**src/rtl/layer_seq_pkg.sv**
```systemverilog
// Shared definitions for the layer sequencer: state codes, layer index width
// and the affine-layer index helper.
package layer_seq_pkg;

  localparam int LAYER_W = 3;

  typedef enum logic [2:0] {
    S_IDLE = 3'd0,
    S_BUF  = 3'd1,
    S_CNN  = 3'd2,
    S_ELU  = 3'd3,
    S_COMP = 3'd4,
    S_FIN  = 3'd5
  } state_t;

  // The affine layer sits right after the last conv layer.
  function automatic logic [LAYER_W-1:0] affine_idx(input int num_conv);
    return LAYER_W'(num_conv);
  endfunction

endpackage

```
**src/rtl/seq_watchdog.sv**
```systemverilog
// Wait-cycle watchdog: counts enabled cycles since the last clear and flags
// expiry on the cycle that would make the count reach TIMEOUT.
module seq_watchdog #(
  parameter int TIMEOUT = 1024
) (
  input  logic clk,
  input  logic rst,
  input  logic clear,
  input  logic enable,
  output logic expire
);

  localparam int CW = $clog2(TIMEOUT + 1);

  logic [CW-1:0] cnt;

  assign expire = enable && !clear && (cnt == CW'(TIMEOUT - 1));

  always_ff @(posedge clk) begin
    if (rst || clear || expire) cnt <= '0;
    else if (enable)            cnt <= cnt + 1'b1;
  end

endmodule

```
**src/rtl/layer_sequencer.sv**
```systemverilog
// Run controller for the cube-classification network: buffer fill, CNN/ELU per
// layer, comparator, finish. Watchdog abort enabled by LAYER_SEQUENCER_WATCHDOG_EN.
module layer_sequencer
  import layer_seq_pkg::*;
#(
  parameter int BUF_BEATS = 1,
  parameter int NUM_CONV  = 4,
  parameter int TIMEOUT   = 1024
) (
  input  logic               clk,
  input  logic               rst,
  input  logic               run,
  input  logic               abort,
  input  logic               d_valid,
  output logic               d_ready,
  output logic               buf_load,
  output logic               cnn_load,
  output logic [LAYER_W-1:0] layer_sel,
  output logic               src_sel,
  input  logic               cnn_valid,
  output logic               elu_load,
  input  logic               elu_valid,
  output logic               comp_load,
  input  logic               comp_valid,
  input  logic [3:0]         comp_q,
  output logic               busy,
  output logic               valid,
  output logic [3:0]         q,
  output logic               timeout,
  output logic [2:0]         cs
);

  state_t     state;
  logic [3:0] beat_cnt;
  logic       last_beat;

  assign last_beat = (beat_cnt == 4'(BUF_BEATS - 1));

  // Loads are pure state decodes, so they drop the cycle after the valid is taken.
  assign d_ready   = (state == S_BUF);
  assign buf_load  = d_valid && d_ready;
  assign cnn_load  = (state == S_CNN);
  assign elu_load  = (state == S_ELU);
  assign comp_load = (state == S_COMP);
  assign busy      = (state != S_IDLE);
  assign valid     = (state == S_FIN);
  assign src_sel   = (layer_sel != '0);
  assign cs        = state;

`ifdef LAYER_SEQUENCER_WATCHDOG_EN
  logic leave;
  logic wd_expire;
  logic timeout_r;

  assign leave = abort
              || (state == S_IDLE && run)
              || (state == S_BUF  && buf_load && last_beat)
              || (state == S_CNN  && cnn_valid)
              || (state == S_ELU  && elu_valid)
              || (state == S_COMP && comp_valid)
              || (state == S_FIN);

  seq_watchdog #(.TIMEOUT(TIMEOUT)) u_watchdog (
    .clk    (clk),
    .rst    (rst),
    .clear  (leave),
    .enable (state inside {S_BUF, S_CNN, S_ELU, S_COMP}),
    .expire (wd_expire)
  );

  assign timeout = timeout_r;
`else
  assign timeout = 1'b0;
`endif

  // NOTE: all state updates use non-blocking assignments so every register
  // samples pre-edge values regardless of statement order.
  always_ff @(posedge clk) begin
    if (rst) begin
      state     <= S_IDLE;
      beat_cnt  <= '0;
      layer_sel <= '0;
      q         <= '0;
`ifdef LAYER_SEQUENCER_WATCHDOG_EN
      timeout_r <= 1'b0;
`endif
    end else if (abort) begin
      state <= S_IDLE;
`ifdef LAYER_SEQUENCER_WATCHDOG_EN
    end else if (wd_expire) begin
      state     <= S_IDLE;
      timeout_r <= 1'b1;
`endif
    end else begin
      case (state)
        S_IDLE: if (run) begin
          state     <= S_BUF;
          beat_cnt  <= '0;
          layer_sel <= '0;
`ifdef LAYER_SEQUENCER_WATCHDOG_EN
          timeout_r <= 1'b0;
`endif
        end
        S_BUF: if (buf_load) begin
          beat_cnt <= beat_cnt + 1'b1;
          if (last_beat) begin
            state     <= S_CNN;
            layer_sel <= '0;
          end
        end
        S_CNN: if (cnn_valid) state <= S_ELU;
        S_ELU: if (elu_valid) begin
          if (layer_sel == affine_idx(NUM_CONV)) begin
            state <= S_COMP;
          end else begin
            state     <= S_CNN;
            layer_sel <= layer_sel + 1'b1;
          end
        end
        S_COMP: if (comp_valid) begin
          state <= S_FIN;
          q     <= comp_q;
        end
        S_FIN:   state <= S_IDLE;
        default: state <= S_IDLE;
      endcase
    end
  end

endmodule
```
**config.mk**
```make
export PLATFORM = sky130hd
export DESIGN_NAME = layer_sequencer
export DESIGN_NICKNAME = d
export VERILOG_FILES = /design/src/rtl/layer_seq_pkg.sv /design/src/rtl/seq_watchdog.sv /design/src/rtl/layer_sequencer.sv
export SDC_FILE = /design/constraint.sdc
export NUM_CORES = 1
export LEC_CHECK = 0
export ABC_AREA = 0
export BUFFER_PORTS_ARGS = -buffer_cell sky130_fd_sc_hd__buf_2
export CAP_MARGIN = 10
export CELL_PAD_IN_SITES_DETAIL_PLACEMENT = 1
export CELL_PAD_IN_SITES_GLOBAL_PLACEMENT = 1
export CORE_MARGIN = 5
export CORE_UTILIZATION = 34
export CTS_CLUSTER_SIZE = 28
export DETAILED_ROUTE_END_ITERATION = 10
export GPL_ROUTABILITY_DRIVEN = 0
export HOLD_SLACK_MARGIN = 0.1
export PLACE_DENSITY_LB_ADDON = 0.1
export REMOVE_ABC_BUFFERS = 1
export SLEW_MARGIN = 30
export SYNTH_ARGS = -nofsm -noshare
export SYNTH_HDL_FRONTEND = slang
export SYNTH_SLANG_ARGS = --single-unit
```
**constraint.sdc**
```tcl
create_clock -name clk -period 2.6 [get_ports clk]
set_input_delay 0.26 -clock clk [delete_from_list [all_inputs] [get_ports clk]]
set_output_delay 0.26 -clock clk [all_outputs]
set_load 0.03 [all_outputs]
```
Word-level counts from Yosys, hierarchy flattened
Index checks and enable logic that the tools add are counted.
W data, S select, Z words.
{"block": "word_totals", "reg_bits": 14, "inputBits": 12, "out_inout_bits": 19}
{"block": "classes", "add_sub_neg": 2, "eq_ne": 13, "mux": 17, "bitwise_logic": 1, "reduce_logical": 12}
{"operator": "$mux W3", "n": 12}
{"operator": "$pmux W3 S5", "n": 1}
{"operator": "$ne A2 B1 Y1 const B", "n": 5}
{"operator": "$eq A3 B3 Y1 const B", "n": 3}
{"operator": "$pmux W3 S3", "n": 1}
{"operator": "$reduce_bool A3 Y1", "n": 3}
{"operator": "$mux W4", "n": 2}
{"operator": "$pmux W4 S2", "n": 1}
{"operator": "$reduce_and A7 Y1", "n": 1}
{"operator": "$eq A3 B2 Y1 const B", "n": 2}
{"operator": "$reduce_and A6 Y1", "n": 1}
{"operator": "$add A4 B1 Y4 const B", "n": 1}
{"operator": "$logic_not A4 Y1", "n": 1}
{"operator": "$ne A2 B2 Y1 const B", "n": 2}
{"operator": "$reduce_and A4 Y1", "n": 1}
{"operator": "$add A3 B1 Y3 const B", "n": 1}
{"operator": "$eq A3 B1 Y1 const B", "n": 1}
{"operator": "$logic_not A3 Y1", "n": 1}
{"operator": "$reduce_and A3 Y1", "n": 1}
{"operator": "$reduce_bool A2 Y1", "n": 1}
{"operator": "$reduce_or A2 Y1", "n": 1}
{"operator": "$logic_and A1 B1 Y1", "n": 1}
{"operator": "$not A1 Y1", "n": 1}

Logic depth before layout (Yosys ltp)
Gate-level depths: netlist of the first run.
{"block": "depth", "depth_word": 4, "mapped_depth": 6}

Least setup slack after synthesis of the first run
OpenSTA, ideal clock, no wires.
{"block": "synth_timing", "path_kind": "reg2reg", "start": "register state[2], in the netlist cs[2]", "end": "register q[0]", "setup_time_ns": 0.128, "arrival_ns": 2.234, "required_time_ns": 2.472, "path_slack_ns": 0.239, "stages_incl_launch_ff": 6, "period_less_slack_ns": 2.361, "path_cell_list": "dfxtp_1 buf_2 nor3b_1 nand3b_1 mux2i_1 nor2_1"}
{"block": "synth_between", "elab_chain_len": 2}
{"element": "start: declaration", "line_no": "layer_sequencer.sv:33", "text": "state_t state;"}
{"element": "start signal: assignment", "line_no": "layer_sequencer.sv:80", "text": "state <= S_IDLE;"}
{"element": "start signal: assignment", "line_no": "layer_sequencer.sv:88", "text": "state <= S_IDLE;"}
{"element": "start signal: assignment", "line_no": "layer_sequencer.sv:97", "text": "state <= S_BUF;"}
{"element": "$eq A3 B3 Y1"}
{"element": "named net comp_load", "line_no": "layer_sequencer.sv:23", "text": "output logic comp_load,"}
{"element": "$reduce_and A3 Y1 (no line)"}
{"element": "end signal: assignment", "line_no": "layer_sequencer.sv:122", "text": "q <= comp_q;"}
{"element": "end: declaration", "line_no": "layer_sequencer.sv:28", "text": "output logic [3:0] q,"}
The timed path passes the listed nets, and every way through them passes these cells.
A chain may end at the register's enable or synchronous reset.

Final worst setup path of the first run
{"block": "layout_timing", "start": "register state[0], in the netlist cs[0]", "end": "register beat_cnt[3]"}
{"block": "layout_between", "elab_chain_len": 4, "elab_cells_between_ends": 8, "cone_classes": "3 x eq/ne; 1 x mux; 4 x reduce/logical"}
{"element": "$eq A3 B1 Y1", "line_no": "layer_sequencer.sv:40, layer_sequencer.sv:95"}
{"element": "$logic_and A1 B1 Y1", "line_no": "layer_sequencer.sv:41", "text": "assign buf_load = d_valid && d_ready;"}
{"element": "$ne A2 B1 Y1 (no line)"}
{"element": "$reduce_and A4 Y1 (no line)"}
{"element": "end signal: assignment", "line_no": "layer_sequencer.sv:105", "text": "beat_cnt <= beat_cnt + 1'b1;"}
{"element": "end: declaration", "line_no": "layer_sequencer.sv:34", "text": "logic [3:0] beat_cnt;"}
Parallel ways exist; a longest one is shown, timed or not.

==> qor.csv, run 1 <==
stage;metric;value;unit
yosys;Post-synth ARST share;0;%
worst_hold_path;Hold Path Origin;comp_q[3];
sta;final period utilization;81.96;%
global_routing;first-pass GRT wire length;3.850;mm
sta;Fmax achieved;0.4693;GHz
critical_path;CP Capture Type;flop;
clocking;Worst-path clk slew;90;ps
clocking;Post-CTS Setup Bufs;0;
layout;layout cell share with drive strength beyond 1;27.07;%
drt;initial drt markers;21;
layout;Final #Nets;151;
drt;routed via count;893;
critical_path;crit-path most repeated cell;or4_1;
global_routing;initial antenna violation count;0;
layout;Area Growth Syn to Fin;19.63;%
layout;most frequent cells in the layout;buf_2 (29), dfxtp_1 (14), inv_1 (9), a21oi_1 (9), nor2_1 (7);
yosys;Yosys top cell by area;dfxtp_1;
critical_path;worst path cell trace;mux2i_1 -> or4_1 -> or4_1 -> a21oi_1;
yosys;Yosys top cell area share;32.09;%
yosys;Seq cells post-synth;14;
die;Die Wd;60.68;um
layout;storage element area;280.3;sq um
drt;final wirelength;2.331;mm
global_routing;largest net degree at the start of global routing;17;
sta;min Tclk post-route;2131;ps
placement;Final HPWL DP;1.816;mm
critical_path;WP data arrival;2350;ps
critical_path;worst setup path start;cs[0];
sta;max-slew violation count;0;
drt;drt first pass iters;4;
critical_path;critical setup path kind;reg -> reg;
yosys;Post-synth EDFFs;0;
clocking;clock root cell;clkbuf_4;
pwr;leakage;0.5017;nW
clocking;clock net sink count;14;
run;Max-Cap Viols;0;
sta;Fin Hold WS;213.5;ps
yosys;Synth area leaders;dfxtp_1 (32%), ha_1 (5.7%), mux2i_1 (5.7%);
clocking;cts repair resizes;0;
sta;setup TNS;0;ps
yosys;YS warnings;0;
global_routing;total grt overflow;0;
critical_path;r2r startpoint;cs[0];
layout;fill count;330;
die;Initial Utilization;35.25;%
placement;# port buffers;29;
drt;DRC;0;
yosys;syn avg cell area;8.086;sq um
clocking;Max Buffers Root-to-Sink;2;
worst_hold_path;HP Class;in -> reg;
sta;RSZ-0062 raised after global routing;false;
die;Core ar.;2477;sq um
layout;most common cell after layout, fill and taps aside;buf_2;
die;Die Area;3682;sq um
drt;vias per cell;5.479;
pwr;Worst VDD drop;0.0002849;V
clocking;H-Tree Depth;1;
drt;Detail Route Antenna Nets;0;
critical_path;slowest CP cell;dfxtp_1;
sta;clock skew;9.042;ps
clocking;total CTS buffers;3;
clocking;hold-fix buffers at CTS;0;
critical_path;Worst Path Max Fanout;16;
global_routing;total track usage;14.12;%
layout;multi-input logic area;525.5;sq um
critical_path;max incr delay on CP;620;ps
die;Boundary Pins;31;
drt;DR WL/cell;14.30;um
yosys;Synth Cell Area;873.3;sq um
global_routing;vias in the first global route;859;
clocking;clk_lat worst skew;280;ps
layout;# diodes;0;
sta;Setup-failing EPs final;0;
critical_path;Req. time, crit path;2820;ps
yosys;Seq/Total Area, Yosys;32.09;%
yosys;cell count after synthesis;108;
pwr;Power Density;412.6;nW/um^2
die;die span in y;60.68;um
critical_path;startpoint types;flop;
yosys;ys flop type;dfxtp_1;
die;Row Count;18;
sta;Fin. Hold Viols;0;
outcome;outcome;finished, final reports clean;
yosys;synth unique cells;36;
clocking;TritonCTS clock tree;built;
==> cell type report <==
type / count / share of cell area [%]
clock buffers: 3 / 2.156
inverters: 9 / 3.234
multi-input cells: 78 / 50.30
flip-flops and latches: 14 / 26.83
well taps: 30 / 3.593
repair buffers: 29 / 13.89
==> per-stage QoR <==
stage	total power, mW	worst slack [ps]	instance area [sq um]	cells	utilization [%]
4_1_cts	0.4367	501.3	1045	163	42.17
3_5_place_dp	0.3125	525.7	1022	160	41.26
3_3_place_gp	0.3106	614.0	1022	160	41.26
6_report	0.4311	469.1	1045	163	42.17
2_1_floorplan	0.2830	317.9	839.6	101	-
5_1_grt	0.4589	336.3	1045	163	42.17
==> worst paths after layout <==
path / endpoint / slack [ps] / cells past startpoint
setup / recovery: beat_cnt[3] / 470 / 4
hold / removal: q[3] / 210 / 3
setup reg to reg: beat_cnt[3] / 470 / 4
hold reg to reg: q[0] / 500 / 2
==> registers in the layout, summed over array words and instances (netlist names) <==
register   cells
beat_cnt       4
layer_sel      3
q              4
cs             3
==> worst max-delay path, delay by kind of cell, from the launching register on <==
family | cells | cell delay [ps]
and+or+nand+nor | 2 | 1070
DFF | 1 | 620
muxes | 1 | 210
AOI/OAI and AO/OA | 1 | 160
==> routing by layer <==
layer	global-route usage [%]	vias up	wire, um
met2	23.05	18	1167
li1	-	441	-
met5	0	-	0
met1	18.04	429	1026
met3	5.106	5	116
met4	2.786	0	21
==> kinds of logic (layout without fill, tap and decap cells) <==
kind of cell / Yosys count / count (layout) / share of synthesized area [%]
and+or+nand+nor: 43 / 43 / 29.08
buffers and inverters: 16 / 41 / 7.736
DFF: 14 / 14 / 32.09
other: 1 / 1 / 0.4294
muxes: 5 / 5 / 5.731
adders and majority gates: 4 / 4 / 5.731
AOI/OAI and AO/OA: 25 / 25 / 19.20
==> report_power, final <==
part           total (mW)  switching, mW  internal [mW]
clock network       0.124         0.0699         0.0538
registers           0.227        0.00916          0.218
logic              0.0806         0.0504         0.0302
==> cell usage after synthesis (2+ instances only) <==
library cell	number
a31oi_1	2
a41oi_1	2
o31ai_1	2
o21ai_0	4
nand2_1	6
and3_1	2
buf_2	3
nor3_1	2
ha_1	4
nand3b_1	2
or3_1	4
dfxtp_1	14
inv_1	9
mux2i_1	5
nor2_1	7
or4_1	5
a21oi_1	9
nor3b_1	5
or2_2	2
clkbuf_1	3
(Power assumes the default switching activity.)
==> inputs of run 2 (changes only) <==
==> constraint.sdc (replaced) <==
create_clock -name clk -period 2.11 [get_ports clk]
set_input_delay 0.211 -clock clk [delete_from_list [all_inputs] [get_ports clk]]
set_output_delay 0.211 -clock clk [all_outputs]
set_load 0.03 [all_outputs]
==> qor.csv, run 2 (synthesis gave the netlist of run 1 again) <==
stage;metric;value;unit
drt;DRC;0;
sta;Setup-failing EPs final;0;
clocking;TritonCTS clock tree;built;
placement;Final HPWL DP;1.854;mm
die;Die Area;3682;sq um
layout;# diodes;0;
clocking;Worst-path clk slew;80;ps
worst_hold_path;HP Class;in -> reg;
layout;most frequent cells in the layout;buf_2 (29), dfxtp_1 (13), inv_1 (9), a21oi_1 (9), nor2_1 (7);
layout;fill count;322;
sta;final period utilization;91.91;%
drt;DR WL/cell;13.93;um
critical_path;critical setup path kind;reg -> reg;
run;Max-Cap Viols;0;
sta;clock skew;2.774;ps
global_routing;first-pass GRT wire length;3.898;mm
layout;most common cell after layout, fill and taps aside;buf_2;
drt;Detail Route Antenna Nets;0;
clocking;clock root cell;clkbuf_4;
die;Boundary Pins;31;
placement;Placed Cells;164;
clocking;Post-CTS Setup Bufs;0;
layout;fin util;43.43;%
pwr;Worst VDD drop;0.0004943;V
worst_hold_path;Hold Path Origin;comp_q[2];
drt;drt first pass iters;4;
critical_path;Worst Path Max Fanout;6;
die;Row Count;18;
sta;min Tclk post-route;1939;ps
die;Core ar.;2477;sq um
drt;initial drt markers;23;
critical_path;worst path cell trace;inv_1 -> ha_1 -> and3_1 -> a2111o_1 -> or4_1 -> a21oi_1;
placement;# port buffers;29;
outcome;outcome;finished, final reports clean;
clocking;clock net sink count;14;
die;die span in y;60.68;um
global_routing;vias in the first global route;870;
critical_path;r2r startpoint;layer_sel[1];
global_routing;total track usage;13.85;%
global_routing;initial antenna violation count;0;
die;Initial Utilization;35.25;%
layout;Final #Nets;155;
critical_path;CP Capture Type;flop;
layout;Area Growth Syn to Fin;23.21;%
sta;Fmax achieved;0.5156;GHz
sta;max-slew violation count;0;
layout;Non-Filler Instances;167;
pwr;Power Density;493.0;nW/um^2
layout;layout cell share with drive strength beyond 1;29.93;%
critical_path;slowest CP cell;or4_1;
layout;Largest regs;beat_cnt: 4 flops, q: 4 flops;
critical_path;startpoint types;flop;
global_routing;total grt overflow;0;
sta;RSZ-0062 raised after global routing;false;
critical_path;Req. time, crit path;2320;ps
pwr;leakage;0.5236;nW
drt;final wirelength;2.327;mm
clocking;H-Tree Depth;1;
global_routing;largest net degree at the start of global routing;13;
drt;vias per cell;5.263;
placement;dpl ws;130.5;ps
die;Die Wd;60.68;um
critical_path;worst setup path start;layer_sel[1];
sta;Fin. Hold Viols;0;
clocking;Max Buffers Root-to-Sink;2;
critical_path;WP data arrival;2150;ps
sta;setup TNS;0;ps
sta;worst setup margin;170.6;ps
drt;routed via count;879;
clocking;clk_lat worst skew;270;ps
sta;Fin Hold WS;169.2;ps
critical_path;max incr delay on CP;490;ps
clocking;total CTS buffers;3;
[run 2: cell types whose count changed in the layout (fill, tap and decap cells not counted)]
cell and change:
dfxtp_2 +1, buf_4 +4, dfxtp_1 -1
[run 2: critical path: cells and delay by family, from the launching register on]
kind | cells | cell delay (ps)
buffers and inverters | 1 | 60
AOI/OAI and AO/OA | 2 | 560
adders and majority gates | 1 | 210
DFF | 1 | 370
and+or+nand+nor | 2 | 680
[run 2: final cells by class]
class	count	area [sq um]	share of cell area, %
Multi-Input combinational cell	78	525.5	48.84
Sequential cell	14	281.5	26.16
Timing Repair Buffer	33	175.2	16.28
Tap cell	30	37.54	3.488
Inverter	9	33.78	3.140
Clock buffer	3	22.52	2.093
[run 2: through the flow]
stage,power (mW),cell area [sq um]
final,0.5305,1076
after global routing,0.5650,1076
after global placement,0.3890,1052
after floorplan,0.3488,839.6
after detailed placement,0.3922,1052
after CTS,0.5422,1075
[run 2: worst paths after layout]
kind / cells past startpoint / end / slack [ps]
worst max-delay path: 6 / layer_sel[2] / 170
worst min-delay path: 3 / q[2] / 170
worst max register to register: 6 / layer_sel[2] / 170
worst min register to register: 2 / q[2] / 490
[run 2: what timing repair did]
action,in CTS,in global routing
endpoints found under the setup margin,0,1
hold buffers,0,0
resized for setup,0,1
[run 2: power breakdown]
group          leakage, nW  total, mW  switching, mW  internal (mW)
Combinational        0.396      0.110         0.0678         0.0422
Clock               0.0138      0.146         0.0796         0.0661
Sequential           0.114      0.275        0.00664          0.268
Total                0.524      0.531          0.154          0.376
[run 2: layer usage]
| metal | up-vias | track usage [%] | share of wire [%] |
|---|---|---|---|
| met5 | - | 0 | 0 |
| met3 | 2 | 3.830 | 4.9 |
| met2 | 20 | 24.12 | 50 |
| li1 | 447 | - | - |
| met1 | 410 | 17.48 | 44 |
| met4 | 0 | 1.858 | 0.30 |
